## src/rtl/systolic_pe_array_pkg.sv

```systemverilog
// Shared widths, signed types and the saturating-add helper for the systolic PE array.
// The helper is used only when PE_SUM_SATURATE_EN is defined.
package systolic_pe_array_pkg;

  localparam int unsigned ACT_W = 8;
  localparam int unsigned WGT_W = 8;
  localparam int unsigned SUM_W = 16;

  typedef logic signed [ACT_W-1:0] act_t;
  typedef logic signed [WGT_W-1:0] wgt_t;
  typedef logic signed [SUM_W-1:0] sum_t;

  // Overflow shows up as disagreement between the two top bits of the widened sum.
  function automatic sum_t sat_add(input sum_t a, input sum_t b);
    logic signed [SUM_W:0] full;
    full = {a[SUM_W-1], a} + {b[SUM_W-1], b};
    if (full[SUM_W] != full[SUM_W-1]) begin
      return full[SUM_W] ? {1'b1, {(SUM_W-1){1'b0}}} : {1'b0, {(SUM_W-1){1'b1}}};
    end
    return full[SUM_W-1:0];
  endfunction

endpackage

```

## src/rtl/systolic_pe_array_if.sv

```systemverilog
// Feeder-side bus of the systolic PE array: control, edge activations/weights and results.
interface systolic_pe_array_if #(
  parameter int unsigned NUM1 = 2,
  parameter int unsigned NUM2 = 2
);
  import systolic_pe_array_pkg::*;

  logic                    EN;
  logic                    SELECTOR;
  logic                    W_EN;
  logic [NUM1*ACT_W-1:0]   active_left;
  logic [NUM2*WGT_W-1:0]   in_weight_above;
  logic [NUM2*SUM_W-1:0]   out_sum_final;
  logic [NUM2*WGT_W-1:0]   out_weight_final;

  modport master (
    output EN, SELECTOR, W_EN, active_left, in_weight_above,
    input  out_sum_final, out_weight_final
  );

  modport slave (
    input  EN, SELECTOR, W_EN, active_left, in_weight_above,
    output out_sum_final, out_weight_final
  );

endinterface

```

## src/rtl/systolic_pe_array_pe_cell.sv

```systemverilog
// One weight-stationary MAC cell with double-buffered weights (WA/WB).
// Macro PE_SUM_SATURATE_EN selects a saturating accumulate instead of a wrapping one.
module systolic_pe_array_pe_cell
  import systolic_pe_array_pkg::*;
(
  input  logic clk,
  input  logic rst_n,
  input  logic en,
  input  logic sel,
  input  logic w_en,
  input  act_t act_in,
  input  wgt_t wgt_in,
  input  sum_t sum_in,
  output act_t act_out,
  output wgt_t wgt_out,
  output sum_t sum_out
);

  act_t act_q;
  wgt_t wa_q, wb_q;
  sum_t sum_q;

  wgt_t w_cmp;
  sum_t prod;
  sum_t sum_d;

  // sel=1: WA loads, WB computes; sel=0: the reverse.
  always_comb begin
    w_cmp = sel ? wb_q : wa_q;
    prod  = sum_t'(act_in) * sum_t'(w_cmp);
`ifdef PE_SUM_SATURATE_EN
    sum_d = sat_add(sum_in, prod);
`else
    sum_d = sum_in + prod;
`endif
  end

  always_ff @(posedge clk or negedge rst_n) begin
    if (!rst_n) begin
      act_q <= '0;
      wa_q  <= '0;
      wb_q  <= '0;
      sum_q <= '0;
    end else if (en) begin
      act_q <= act_in;
      sum_q <= sum_d;
      if (w_en) begin
        if (sel) wa_q <= wgt_in;
        else     wb_q <= wgt_in;
      end
    end
  end

  assign act_out = act_q;
  assign sum_out = sum_q;
  assign wgt_out = sel ? wa_q : wb_q;

endmodule

```

## src/rtl/systolic_pe_array.sv

```systemverilog
// NUM1 x NUM2 weight-stationary systolic MAC array: activations flow right, weights and sums down.
// Optional macro PE_SUM_SATURATE_EN makes every cell accumulate with signed saturation.
module systolic_pe_array
  import systolic_pe_array_pkg::*;
#(
  parameter int unsigned NUM1 = 2,
  parameter int unsigned NUM2 = 2
) (
  input logic                 CLK,
  input logic                 RESET,
  systolic_pe_array_if.slave  bus
);

  // Column 0 / row 0 entries carry the edge inputs; the extra slot holds each cell's output.
  act_t act_h [NUM1][NUM2+1];
  wgt_t wgt_v [NUM1+1][NUM2];
  sum_t sum_v [NUM1+1][NUM2];

  for (genvar r = 0; r < NUM1; r++) begin : g_row_in
    assign act_h[r][0] = bus.active_left[r*ACT_W +: ACT_W];
  end

  for (genvar c = 0; c < NUM2; c++) begin : g_col_io
    assign wgt_v[0][c] = bus.in_weight_above[c*WGT_W +: WGT_W];
    assign sum_v[0][c] = '0;
    assign bus.out_sum_final[c*SUM_W +: SUM_W]    = sum_v[NUM1][c];
    assign bus.out_weight_final[c*WGT_W +: WGT_W] = wgt_v[NUM1][c];
  end

  for (genvar r = 0; r < NUM1; r++) begin : g_row
    for (genvar c = 0; c < NUM2; c++) begin : g_col
      systolic_pe_array_pe_cell u_pe (
        .clk     (CLK),
        .rst_n   (RESET),
        .en      (bus.EN),
        .sel     (bus.SELECTOR),
        .w_en    (bus.W_EN),
        .act_in  (act_h[r][c]),
        .wgt_in  (wgt_v[r][c]),
        .sum_in  (sum_v[r][c]),
        .act_out (act_h[r][c+1]),
        .wgt_out (wgt_v[r+1][c]),
        .sum_out (sum_v[r+1][c])
      );
    end
  end

endmodule

```

## src/flat_wrapper.sv

```systemverilog
// flat-port wrapper written by rule: the top's interface ports become plain ports
module systolic_pe_array_flat import systolic_pe_array_pkg::*;
#(
  parameter int unsigned NUM1 = 2,
  parameter int unsigned NUM2 = 2
)
  (CLK, RESET, bus_EN, bus_SELECTOR, bus_W_EN, bus_active_left, bus_in_weight_above, bus_out_sum_final, bus_out_weight_final);
  systolic_pe_array_if #(.NUM1(NUM1), .NUM2(NUM2)) bus_i ();
  input logic CLK;
  input logic RESET;
  input wire logic [$bits(bus_i.EN)-1:0] bus_EN;
  input wire logic [$bits(bus_i.SELECTOR)-1:0] bus_SELECTOR;
  input wire logic [$bits(bus_i.W_EN)-1:0] bus_W_EN;
  input wire logic [$bits(bus_i.active_left)-1:0] bus_active_left;
  input wire logic [$bits(bus_i.in_weight_above)-1:0] bus_in_weight_above;
  output wire logic [$bits(bus_i.out_sum_final)-1:0] bus_out_sum_final;
  output wire logic [$bits(bus_i.out_weight_final)-1:0] bus_out_weight_final;
  assign bus_i.EN = bus_EN;
  assign bus_i.SELECTOR = bus_SELECTOR;
  assign bus_i.W_EN = bus_W_EN;
  assign bus_i.active_left = bus_active_left;
  assign bus_i.in_weight_above = bus_in_weight_above;
  assign bus_out_sum_final = bus_i.out_sum_final;
  assign bus_out_weight_final = bus_i.out_weight_final;
  systolic_pe_array #(.NUM1(NUM1), .NUM2(NUM2)) u_core (.CLK(CLK), .RESET(RESET), .bus(bus_i));
endmodule
```

## config.mk

```make
export PLATFORM = sky130hd
export DESIGN_NAME = systolic_pe_array_flat
export DESIGN_NICKNAME = d
export VERILOG_FILES = /design/src/rtl/systolic_pe_array_pkg.sv /design/src/rtl/systolic_pe_array_if.sv /design/src/rtl/systolic_pe_array_pe_cell.sv /design/src/rtl/systolic_pe_array.sv /design/src/flat_wrapper.sv
export SDC_FILE = /design/constraint.sdc
export NUM_CORES = 1
export LEC_CHECK = 0
export BUFFER_PORTS_ARGS = -buffer_cell sky130_fd_sc_hd__buf_2
export CAP_MARGIN = 20
export CORE_MARGIN = 3
export CORE_UTILIZATION = 30
export DETAILED_ROUTE_END_ITERATION = 8
export PLACE_DENSITY_LB_ADDON = 0.12
export SKIP_LAST_GASP = 1
export SLEW_MARGIN = 20
export SYNTH_ARGS = -nofsm -noshare
export SYNTH_HDL_FRONTEND = slang
export SYNTH_SLANG_ARGS = --single-unit
```

## constraint.sdc

```tcl
create_clock -name CLK -period 7.97 [get_ports CLK]
set_input_delay 1.9925 -clock CLK [delete_from_list [all_inputs] [get_ports CLK]]
set_output_delay 1.9925 -clock CLK [all_outputs]
set_load 0.02 [all_outputs]
```

Word level (Yosys, flattened, before mapping)
Cells that the tools add are included.
{ "op_classes": {"n_addsub": 2, "n_mul": 4, "mux": 8, "bitwise": 1, "n_reduce_logical": 2} }
{ "op_table": {"columns": ["cell", "n"], "rows": [
  ["8-bit by 8-bit multiplier with 16-bit output", 4],
  ["8-bit 2-to-1 mux", 8],
  ["16-bit adder", 2],
  ["3-bit AND reduction", 2],
  ["1-bit inverter", 1]
]} }
{ "totals": {"reg_bits": 144, "input_bits": 37, "output_inout_bits": 48, "word_cells": 31} }

Depth between registers and ports, before layout
Gate-level depths: netlist of run 1.
{ "depth": {"word_depth": 3, "mapped_depth": 20, "mapped_depth_nobuf": 18} }

By module
From an unflattened synthesis of run 1, not the netlist that was laid out.
{ "hier_totals": {"hier_cells": 1633, "hier_area_um2": 18281.3} }
{ "modules_own_cells": {"columns": ["module", "n_inst", "cells_each", "area_per_inst_um2", "seq_area_each_um2"], "rows": [
  ["systolic_pe_array_pe_cell at u_core.g_row[0].g_col[1].u_pe ...", 2, 405, 4548.1, 1001.0],
  ["systolic_pe_array_pe_cell at u_core.g_row[1].g_col[1].u_pe", 1, 416, 4611.9, 1001.0],
  ["systolic_pe_array_pe_cell at u_core.g_row[0].g_col[0].u_pe", 1, 406, 4569.4, 1001.0],
  ["systolic_pe_array", 1, 1, 3.8, 0.0]
]} }

Least setup slack after synthesis of run 1
OpenSTA, ideal clock, no wires.
{ "synth_timing": {"path_kind": "in2reg", "from": "in bus_SELECTOR", "to": "reg u_core.g_row[1].g_col[0].u_pe.sum_q[15]", "setup_ns": 0.125, "arrival_time_ns": 6.985, "required_time_ns": 7.845, "path_slack_ns": 0.860, "cell_stages": 17, "path_buffers": 2, "path_cell_list": "clkbuf_1 -> buf_2 -> mux2_2 -> and2_1 -> inv_1 -> fa_1 -> inv_1 -> fa_1 -> fa_1 -> fa_1 -> fa_1 -> ha_1 -> or3_1 -> o32ai_2 -> a21oi_1 -> xnor2_1 -> mux2_2"} }
{ "synth_via": {"elab_chain_cells": 3} }
{ "synth_lines": {"columns": ["element", "line", "text"], "rows": [
  ["start: declaration", "flat_wrapper.sv:12", "input wire logic [$bits(bus_i.SELECTOR)-1:0] bus_SELECTOR;"],
  ["8-bit 2-to-1 mux", "systolic_pe_array_pe_cell.sv:29", "w_cmp = sel ? wb_q : wa_q;"],
  ["8-bit by 8-bit multiplier with 16-bit output", "systolic_pe_array_pe_cell.sv:30", "prod = sum_t'(act_in) * sum_t'(w_cmp);"],
  ["16-bit adder", "systolic_pe_array_pe_cell.sv:34", "sum_d = sum_in + prod;"],
  ["end signal: assignment", "systolic_pe_array_pe_cell.sv:46", "sum_q <= sum_d;"],
  ["end: declaration", "systolic_pe_array_pe_cell.sv:21", "sum_t sum_q;"]
]} }
Every way passes these cells.
A chain may end at the register's enable or synchronous reset.

Final worst setup path of run 1
{ "layout_timing": {"from": "in bus_SELECTOR", "to": "reg u_core.g_row[1].g_col[1].u_pe.sum_q[13]"} }
{ "layout_via": {"elab_chain_cells": 3} }
{ "layout_lines": {"columns": ["element", "line"], "rows": [
  ["8-bit 2-to-1 mux", "systolic_pe_array_pe_cell.sv:29"],
  ["8-bit by 8-bit multiplier with 16-bit output", "systolic_pe_array_pe_cell.sv:30"],
  ["16-bit adder", "systolic_pe_array_pe_cell.sv:34"],
  ["end signal: assignment", "systolic_pe_array_pe_cell.sv:46"],
  ["end: declaration", "systolic_pe_array_pe_cell.sv:21"]
]} }
Every way passes these cells.

==> results of run 1 <==
-- kinds of logic after synthesis --
logic type,after synthesis
fa+ha+maj,384
xor+xnor,68
flops,144
buf+inv,319
mux,160
compound gates,124
simple gates,340
-- per-stage QoR --
step	std cells	worst slack (ns)	instance area, µm²	util [%]	hold slack, ns
CTS	2343	1.09	18400	34.0	0.508
finish	2345	1.10	18400	34.0	0.501
global route	2344	0.712	18400	34.0	0.514
detailed placement	2311	0.571	17800	32.9	0.491
floorplan	1539	0.860	16400	-	0.461
global placement	2311	0.564	17800	32.9	0.487
-- layer usage --
metal	vias to the layer above	wire length, µm
met5	-	13
met4	2	452
met3	23	986
met2	107	17800
met1	5524	20300
li1	5055	-
-- final cells by class --
class                      instances  area, µm²  share of cell area, %
clock buffer                      17        425                   2.31
inverter                         285       1070                   5.82
antenna                            2       5.00                 0.0272
sequential                       144       3600                   19.6
tap                              696        871                   4.74
timing repair buffer             110        624                   3.40
clock inverter                    15        168                  0.912
multi-input combinational       1076      11600                   63.2
-- worst max-delay path by stage --
stage                      start                                         to  slack [ns]  cells after the start
detailed placement  bus_SELECTOR  u_core.g_row[1].g_col[1].u_pe.sum_out[13]        0.57                     17
CTS                 bus_SELECTOR  u_core.g_row[1].g_col[1].u_pe.sum_out[13]        1.09                     17
global placement    bus_SELECTOR  u_core.g_row[1].g_col[0].u_pe.sum_out[15]        0.56                     16
finish              bus_SELECTOR  u_core.g_row[1].g_col[1].u_pe.sum_out[13]        1.10                     17
global route        bus_SELECTOR  u_core.g_row[1].g_col[0].u_pe.sum_out[15]        0.71                     16
floorplan           bus_SELECTOR  u_core.g_row[1].g_col[0].u_pe.sum_out[15]        0.86                     17
-- sequential cells by signal (all words and copies together), names as in the netlist --
signal and cells:
u_core.g_row.g_col.u_pe.wb_q 32, u_core.g_row.g_col.u_pe.act_out 16, u_core.g_row.g_col.u_pe.sum_out 64, u_core.g_row.g_col.u_pe.wa_q 32
-- synth_stat cells, drive strengths merged, types with 5 or more instances --
library cell and n:
a211oi 5, a21o 13, a21oi 26, a31oi 7, and2 45, buf 15
clkbuf 19, dfrtp 144, fa 252, ha 132, inv 284, mux2 138
mux2i 22, nand2 100, nand2b 21, nor2 47, nor2b 90, nor3 14
o21a 15, o21ai 31, or2 6, xnor2 57, xor2 11
==> summary.txt, run 1 <==
status: finished clean
Total Routing Usage GR: 14.7%
max-cap violation count: 0
post-synthesis compound-gate area fraction: 4.86%
CTS sink cnt: 144
die height: 240 µm
final worst-path cycle share: 86.3%
Worst Path Arrival: 7.24 ns
crit-path max FO: 9
GR peak layer: met2
ratio of cells with drive above 1 in the final layout: 17.7%
# port buffers: 84
fin crit period: 6.87 ns
GRT overflow: 0
r2r setup slk: 2.61 ns
CP endpoint kind: flip-flop
Synth cell types: 51
final setup vio count: 0
DRC: 0
R2R Path End: u_core.g_row[1].g_col[0].u_pe.sum_out[15]
CTS root buf: clkbuf_16
die area: 0.0577 mm²
via count: 10,700
crit path buf inv count: 3
Synth Flop Type: dfrtp_1
IO Pins: 85
DRT iter0 DRCs: 422
synthesized area: 0.0164 mm²
core area: 0.0540 mm²
mux cell area share after synthesis: 10.8%
post-synth top area cell: fa_1
P&R area growth vs syn: 11.8%
worst-margin pin slew: 1.01 ns
largest family of logic cells by synthesized area: adder cells
met1 GRT Util: 21.4%
commonest non-fill, non-tap cells in the layout: 284 x inv_1, 252 x fa_1, 144 x dfrtp_1
XOR/XNOR share of the synthesized area: 3.62%
syn_nets: 1,960
Startpoint Class: primary input
WP data required: 8.33 ns
most common cell after layout, fill and taps aside: inv_1
CP Class: primary input to flip-flop
post-DR vias/cell: 4.57
max incr delay on CP: 0.56 ns
die width: 240 µm
CTS Buffer Depth: 2
GR Layer Usage met3: 2.24%
Clock Latency Late Sink: 0.47 ns
H-Tree Depth: 4
largest net degree at the start of global routing: 86
Post-synth EDFFs: 0
#FFs+latches synth: 144
GPL Wtd Cong: 0.767
slew margin rel.: 32.9%
top cells by area, synth: fa_1 31%, dfrtp_1 22%, ha_1 10%, mux2_2 9.4%, inv_1 6.5%
Fill cells: 5,523
Initial DRT Pass Iterations: 5
Final ANT Viol Nets: 0
num rows: 85
YS warnings: 0
clock buffer count from CTS: 17
CTS tree: done
hpwl dp: 31.6 mm
Most common cell on crit path: fa_1
Setup Buffers After CTS: 0
Seq/Total Area, Yosys: 21.9%
Hold EP: u_core.g_row[1].g_col[0].u_pe.sum_out[3]
RSZ-0062 raised after global routing: false
simple-gate share of the synthesized area: 10.6%
Nets: 2,055
async set or reset register ratio after synthesis: 100%
hold_sp: u_core.g_row[1].g_col[0].u_pe.sum_out[3]
Final Skew: 0.0144 ns
Fmax: 0.145 GHz
worst r2r src: u_core.g_row[1].g_col[0].u_pe.wb_q[0]
CTS resizes: 0
met2 GRT Util: 22.9%
Fin. Hold Viols: 0
FF-to-FF path depth: 15
critical path cell sequence: buf_2 -> mux2_2 -> and2_1 -> inv_1 -> fa_1 -> inv_1 -> fa_1 -> fa_1 -> fa_1 -> fa_1 -> ha_1 -> o21ai_0 -> nor2_1 -> o32a_2 -> a31oi_1 -> xnor2_1 -> mux2_4
Top delay family on crit path: adder cells
first-pass GRT wire length: 65.0 mm
post-synthesis cell count: 1,539
Routed WL: 39.6 mm
Synth Area in Adders: 40.7%
HP Class: flip-flop to flip-flop
Worst Hold Path Cells: 1
Slew Limit Fails: 0
# hold bufs at CTS: 0
Sum Neg Setup Slack: 0 ns
clk slew on worst S/H paths: 0.08 ns
number of global-route vias before repair: 11,600
Yosys top cell area share: 30.7%
Initial Util: 30.4%
wire per inst: 16.9 µm
CP max stage cell: fa_1
Avg Inst Size Synth: 10.7 µm²
initial antenna violation count: 3
Power of run 1 is left out: the tool's default activity adds up to more than one toggle a clock period on the data nets, which glitch-free logic cannot reach.
==> run 2, diff against run 1 <==
Settings changed: ABC_AREA set to 1.
==> run 2 against run 1 <==
  * Global-route usage rose by 1.3 points
  * Non-clock buffer count fell by 16
  * Utilization fell by 0.18 points
  * Sequential share of layout area fell by 0.35 points
  * Critical endpoint is now u_core.g_row[1].g_col[0].u_pe.sum_out[11]
  * Highest routed layer is now met4
  * Final cell count rose by 22%
  * Flip-flop and latch count did not move
  * Count of clock-buffer cells in the layout did not move
==> summary.txt, run 2 <==
max reg flops: 64
status: finished clean
most common cell in the netlist: inv_1
YS warnings: 0
IO Pins: 85
core area: 0.0553 mm²
met3 wire length: 1.06 mm
CTS root buf: clkbuf_16
Final ANT Viol Nets: 0
HP Class: flip-flop to flip-flop
Fmax: 0.148 GHz
most common cell after layout, fill and taps aside: inv_1
Final Skew: 0.0173 ns
#FFs+latches synth: 144
Startpoint Class: primary input
final worst-path cycle share: 85.0%
dpl ws: 0.687 ns
Fin. Hold Viols: 0
CTS tree: done
Total Routing Usage GR: 16.0%
WP data required: 8.33 ns
final setup vio count: 0
Post-synth EDFFs: 0
slew margin rel.: 33.6%
GRT overflow: 0
initial antenna violation count: 0
first-pass GRT wire length: 74.0 mm
Placed Area: 0.0181 mm²
H-Tree Depth: 4
synthesized area: 0.0169 mm²
post-DR vias/cell: 4.43
Clock Latency Late Sink: 0.48 ns
Setup Buffers After CTS: 0
Initial DRT Pass Iterations: 4
P&R area growth vs syn: 11.0%
die area: 0.0591 mm²
Seq/Total Area, Yosys: 21.4%
Final Util: 33.9%
hpwl dp: 36.8 mm
die width: 243 µm
Setup WS post-layout: 1.19 ns
Worst Path Arrival: 7.13 ns
Sum Neg Setup Slack: 0 ns
# diodes: 0
max layer used: met4
crit-path max FO: 54
Post-synth top cells: 444 x inv_1, 431 x nand2_1, 252 x fa_1, 205 x nor2_1, 144 x dfrtp_1
commonest non-fill, non-tap cells in the layout: 443 x inv_1, 431 x nand2_1, 252 x fa_1
num rows: 86
Nets: 2,518
wire per inst: 15.6 µm
post-route design area: 0.0187 mm²
ratio of cells with drive above 1 in the final layout: 8.72%
die height: 243 µm
Avg Inst Size Synth: 8.33 µm²
largest net degree at the start of global routing: 100
CTS sink cnt: 144
Synth Flop Type: dfrtp_1
DR WL met2: 21.0 mm
DRC: 0
Yosys top cell area share: 29.9%
async set or reset register ratio after synthesis: 100%
Initial Util: 30.5%
syn_nets: 2,445
CTS resizes: 0
clock buffer count from CTS: 17
post-synth top area cell: fa_1
Slew Limit Fails: 0
DRT iter0 DRCs: 614
clk slew on worst S/H paths: 0.07 ns
CP endpoint kind: flip-flop
GPL Wtd Cong: 0.817
RSZ-0062 raised after global routing: false
CP Class: primary input to flip-flop
worst-margin pin slew: 0.989 ns
via count: 12,700
CTS Buffer Depth: 2
Met1 Wirelength: 22.2 mm
# hold bufs at CTS: 0
fin crit period: 6.78 ns
Routed WL: 44.7 mm
# port buffers: 84
Synth cell types: 39
max-cap violation count: 0
post-synthesis cell count: 2,024
number of global-route vias before repair: 13,300
top cells by area, synth: fa_1 30%, dfrtp_1 21%, inv_1 9.9%, ha_1 9.8%, nand2_1 9.6%
## run 2: changes by cell type after synthesis, moves of 79 or more
cell     delta
nor2_1    +158
o21ai_0    +79
nand2_1   +331
mux2_2    -129
inv_1     +160
nor2b_1    -90
## run 2: final timing paths
kind | depth (start not counted) | endpoint | slack [ns] | startpoint
min in group asynchronous | 1 | u_core.g_row[1].g_col[1].u_pe.sum_out[15] | 1.64 | RESET
worst min register to register | 2 | u_core.g_row[1].g_col[0].u_pe.sum_out[5] | 0.46 | u_core.g_row[1].g_col[0].u_pe.sum_out[5]
worst max register to register | 17 | u_core.g_row[1].g_col[0].u_pe.sum_out[11] | 2.71 | u_core.g_row[1].g_col[0].u_pe.wa_q[4]
worst min-delay path | 2 | u_core.g_row[1].g_col[0].u_pe.sum_out[5] | 0.46 | u_core.g_row[1].g_col[0].u_pe.sum_out[5]
worst max-delay path | 19 | u_core.g_row[1].g_col[0].u_pe.sum_out[11] | 1.19 | bus_SELECTOR
max in group asynchronous | 2 | u_core.g_row[0].g_col[0].u_pe.sum_out[5] | 5.14 | RESET
## run 2: cell type report
type,count,area (µm²)
repair buffers,94,522
clock inverters,15,169
clock buffers,17,425
flip-flops and latches,144,3600
inverters,461,1730
fillers,5944,36600
well taps,748,936
multi-input cells,1379,11300
## run 2: per-layer routing
layer / GRT usage (%) / vias up
met5: 0 / -
met4: 3.23 / 0
met3: 2.30 / 22
met2: 26.4 / 146
met1: 22.3 / 6238
li1: - / 6259
## run 2: critical path, cell delays in order
cell      delay, ns
buf_4          0.51
nand2_1        0.11
o21ai_1        0.54
inv_1          0.23
nand2_1        0.13
fa_1           0.46
fa_1           0.55
inv_1          0.05
fa_1           0.45
fa_1           0.51
fa_1           0.42
ha_1           0.35
nand2_1        0.15
inv_1          0.07
a21boi_2       0.17
o21ai_1        0.08
or2_1          0.22
nand3_1        0.06
nand2_1        0.05
## run 2: kinds of logic after synthesis
family / Yosys count / synth area share (%)
compound gates: 224 / 7.73
buf+inv: 501 / 11.4
xor+xnor: 26 / 1.35
flops: 144 / 21.4
fa+ha+maj: 384 / 39.7
simple gates: 729 / 17.4
mux: 16 / 1.07
## run 2: per-stage QoR
stage	hold WS, ns	instances
after detailed placement	0.455	2826
after CTS	0.472	2858
after global placement	0.454	2826
after global routing	0.502	2858
final	0.465	2858
after floorplan	0.453	2024
Power of run 2 is left out for the same reason.
==> run 3, diff against run 2 <==
Settings changed: CORE_UTILIZATION 30 to 55.
==> run 3 against run 2 <==
  * Via count increased by 1.0%
  * Register-to-register slack improved by 0.16 ns
  * Routed wire length decreased by 13%
  * Count of clock-buffer cells in the layout unchanged
  * Clock skew decreased by 0.0045 ns
  * Critical path depth unchanged
  * Highest routed layer unchanged
==> summary.txt, run 3 (synthesis gave the netlist of run 2 again) <==
WP data required: 8.31 ns
CP Class: primary input to flip-flop
Routed WL: 38.7 mm
H-Tree Depth: 4
DRC: 0
max incr delay on CP: 0.57 ns
# port buffers: 84
Most common cell on crit path: fa_1
Fill cells: 2,738
Nets: 2,513
die area: 0.0328 mm²
worst-margin pin slew: 0.895 ns
most common cell after layout, fill and taps aside: inv_1
Slew Limit Fails: 0
crit path buf inv count: 4
post-DR vias/cell: 5.13
die width: 181 µm
ratio of cells with drive above 1 in the final layout: 8.50%
via count: 12,800
CTS Buffer Depth: 2
IO Pins: 85
Initial DRT Pass Iterations: 5
Clock Latency Late Sink: 0.45 ns
HP Class: flip-flop to flip-flop
commonest non-fill, non-tap cells in the layout: 443 x inv_1, 431 x nand2_1, 252 x fa_1
CTS tree: done
FF-to-FF path depth: 20
die height: 181 µm
WP depth: 19
Worst Hold Path Cells: 2
Fin. Hold Viols: 0
Seq. cell area: 0.00360 mm²
# diodes: 0
Initial Util: 56.3%
Sum Neg Setup Slack: 0 ns
CTS resizes: 0
crit-path max FO: 48
Top delay family on crit path: adder cells
first-pass GRT wire length: 66.5 mm
final worst-path cycle share: 84.5%
max reg flops: 64
RSZ-0062 raised after global routing: false
GPL Wtd Cong: 0.895
Final Skew: 0.0128 ns
Startpoint Class: primary input
num rows: 63
CP max stage cell: fa_1
GRT overflow: 0
final setup vio count: 0
status: finished clean
CTS sink cnt: 144
Setup Buffers After CTS: 0
Fmax: 0.148 GHz
core area: 0.0300 mm²
# hold bufs at CTS: 0
area taken by multi-input logic gates: 0.0113 mm²
largest net degree at the start of global routing: 91
DRT iter0 DRCs: 647
critical path cell sequence: buf_4 -> o21ai_1 -> nor2_1 -> inv_1 -> fa_1 -> inv_1 -> fa_1 -> fa_1 -> fa_1 -> fa_1 -> ha_1 -> inv_2 -> nor3_2 -> nand2_1 -> nand3_1 -> a21oi_1 -> nand2b_1 -> nand3_1 -> nand2_1
Final ANT Viol Nets: 0
fin crit period: 6.73 ns
Total Routing Usage GR: 25.2%
number of global-route vias before repair: 13,400
CP endpoint kind: flip-flop
max-cap violation count: 0
wire per inst: 15.5 µm
P&R area growth vs syn: 8.37%
CTS root buf: clkbuf_16
initial antenna violation count: 0
Worst Path Arrival: 7.08 ns
hpwl dp: 31.3 mm
slew margin rel.: 40.3%
r2r setup slk: 2.87 ns
clk slew on worst S/H paths: 0.08 ns
clock buffer count from CTS: 17
==> run 3: cell types whose count changed in the layout (fill, tap and decap cells not counted), sizes merged <==
cell,delta
buf,-4
inv,-3
bufinv,+2
clkbuf,-1
clkinv,+1
==> run 3: per-stage QoR <==
step | setup WS, ns | util (%) | instance area (µm²) | hold slack [ns] | instances
final | 1.24 | 61.0 | 18300 | 0.467 | 2495
after global placement | 0.940 | 58.9 | 17600 | 0.450 | 2463
after detailed placement | 0.776 | 58.9 | 17600 | 0.453 | 2463
after global routing | 0.924 | 61.0 | 18300 | 0.504 | 2495
after CTS | 1.26 | 61.0 | 18300 | 0.469 | 2495
after floorplan | 0.963 | - | 16900 | 0.453 | 2024
==> run 3: layout make-up <==
class | count | area share (%)
multi-input combinational | 1379 | 62.1
timing repair buffer | 89 | 2.64
sequential | 144 | 19.7
clock inverter | 15 | 1.10
tap | 390 | 2.67
inverter | 461 | 9.47
clock buffer | 17 | 2.33
==> run 3: per-layer routing <==
metal	vias up	part of all wire, %	global-route usage [%]
li1	6229	-	-
met1	6301	47	34.8
met2	230	48	42.3
met3	32	3.6	3.58
met4	0	1.6	6.06
met5	-	0	0
==> run 3: worst reg2reg max path, stage by stage (launching register included) <==
cell      delay (ns)
dfrtp_1         0.36
inv_1           0.06
nand2_1         0.05
o21ai_1         0.12
nor2_1          0.53
inv_1           0.15
fa_1            0.53
inv_1           0.06
fa_1            0.50
fa_1            0.57
fa_1            0.42
fa_1            0.44
ha_1            0.38
inv_2           0.07
nor3_2          0.21
nand2_1         0.08
nand3_1         0.11
a21oi_1         0.09
nand2b_1        0.15
nand3_1         0.07
nand2_1         0.06
==> run 3: worst paths after layout <==
kind,startpoint,to
min in group asynchronous,RESET,u_core.g_row[1].g_col[1].u_pe.sum_out[15]
min reg2reg,u_core.g_row[1].g_col[0].u_pe.sum_out[0],u_core.g_row[1].g_col[0].u_pe.sum_out[0]
max reg2reg,u_core.g_row[1].g_col[1].u_pe.wb_q[0],u_core.g_row[1].g_col[1].u_pe.sum_out[13]
min,u_core.g_row[1].g_col[0].u_pe.sum_out[0],u_core.g_row[1].g_col[0].u_pe.sum_out[0]
max,bus_SELECTOR,u_core.g_row[1].g_col[1].u_pe.sum_out[13]
max in group asynchronous,RESET,u_core.g_row[0].g_col[1].u_pe.sum_out[10]
Power of run 3 is left out for the same reason.
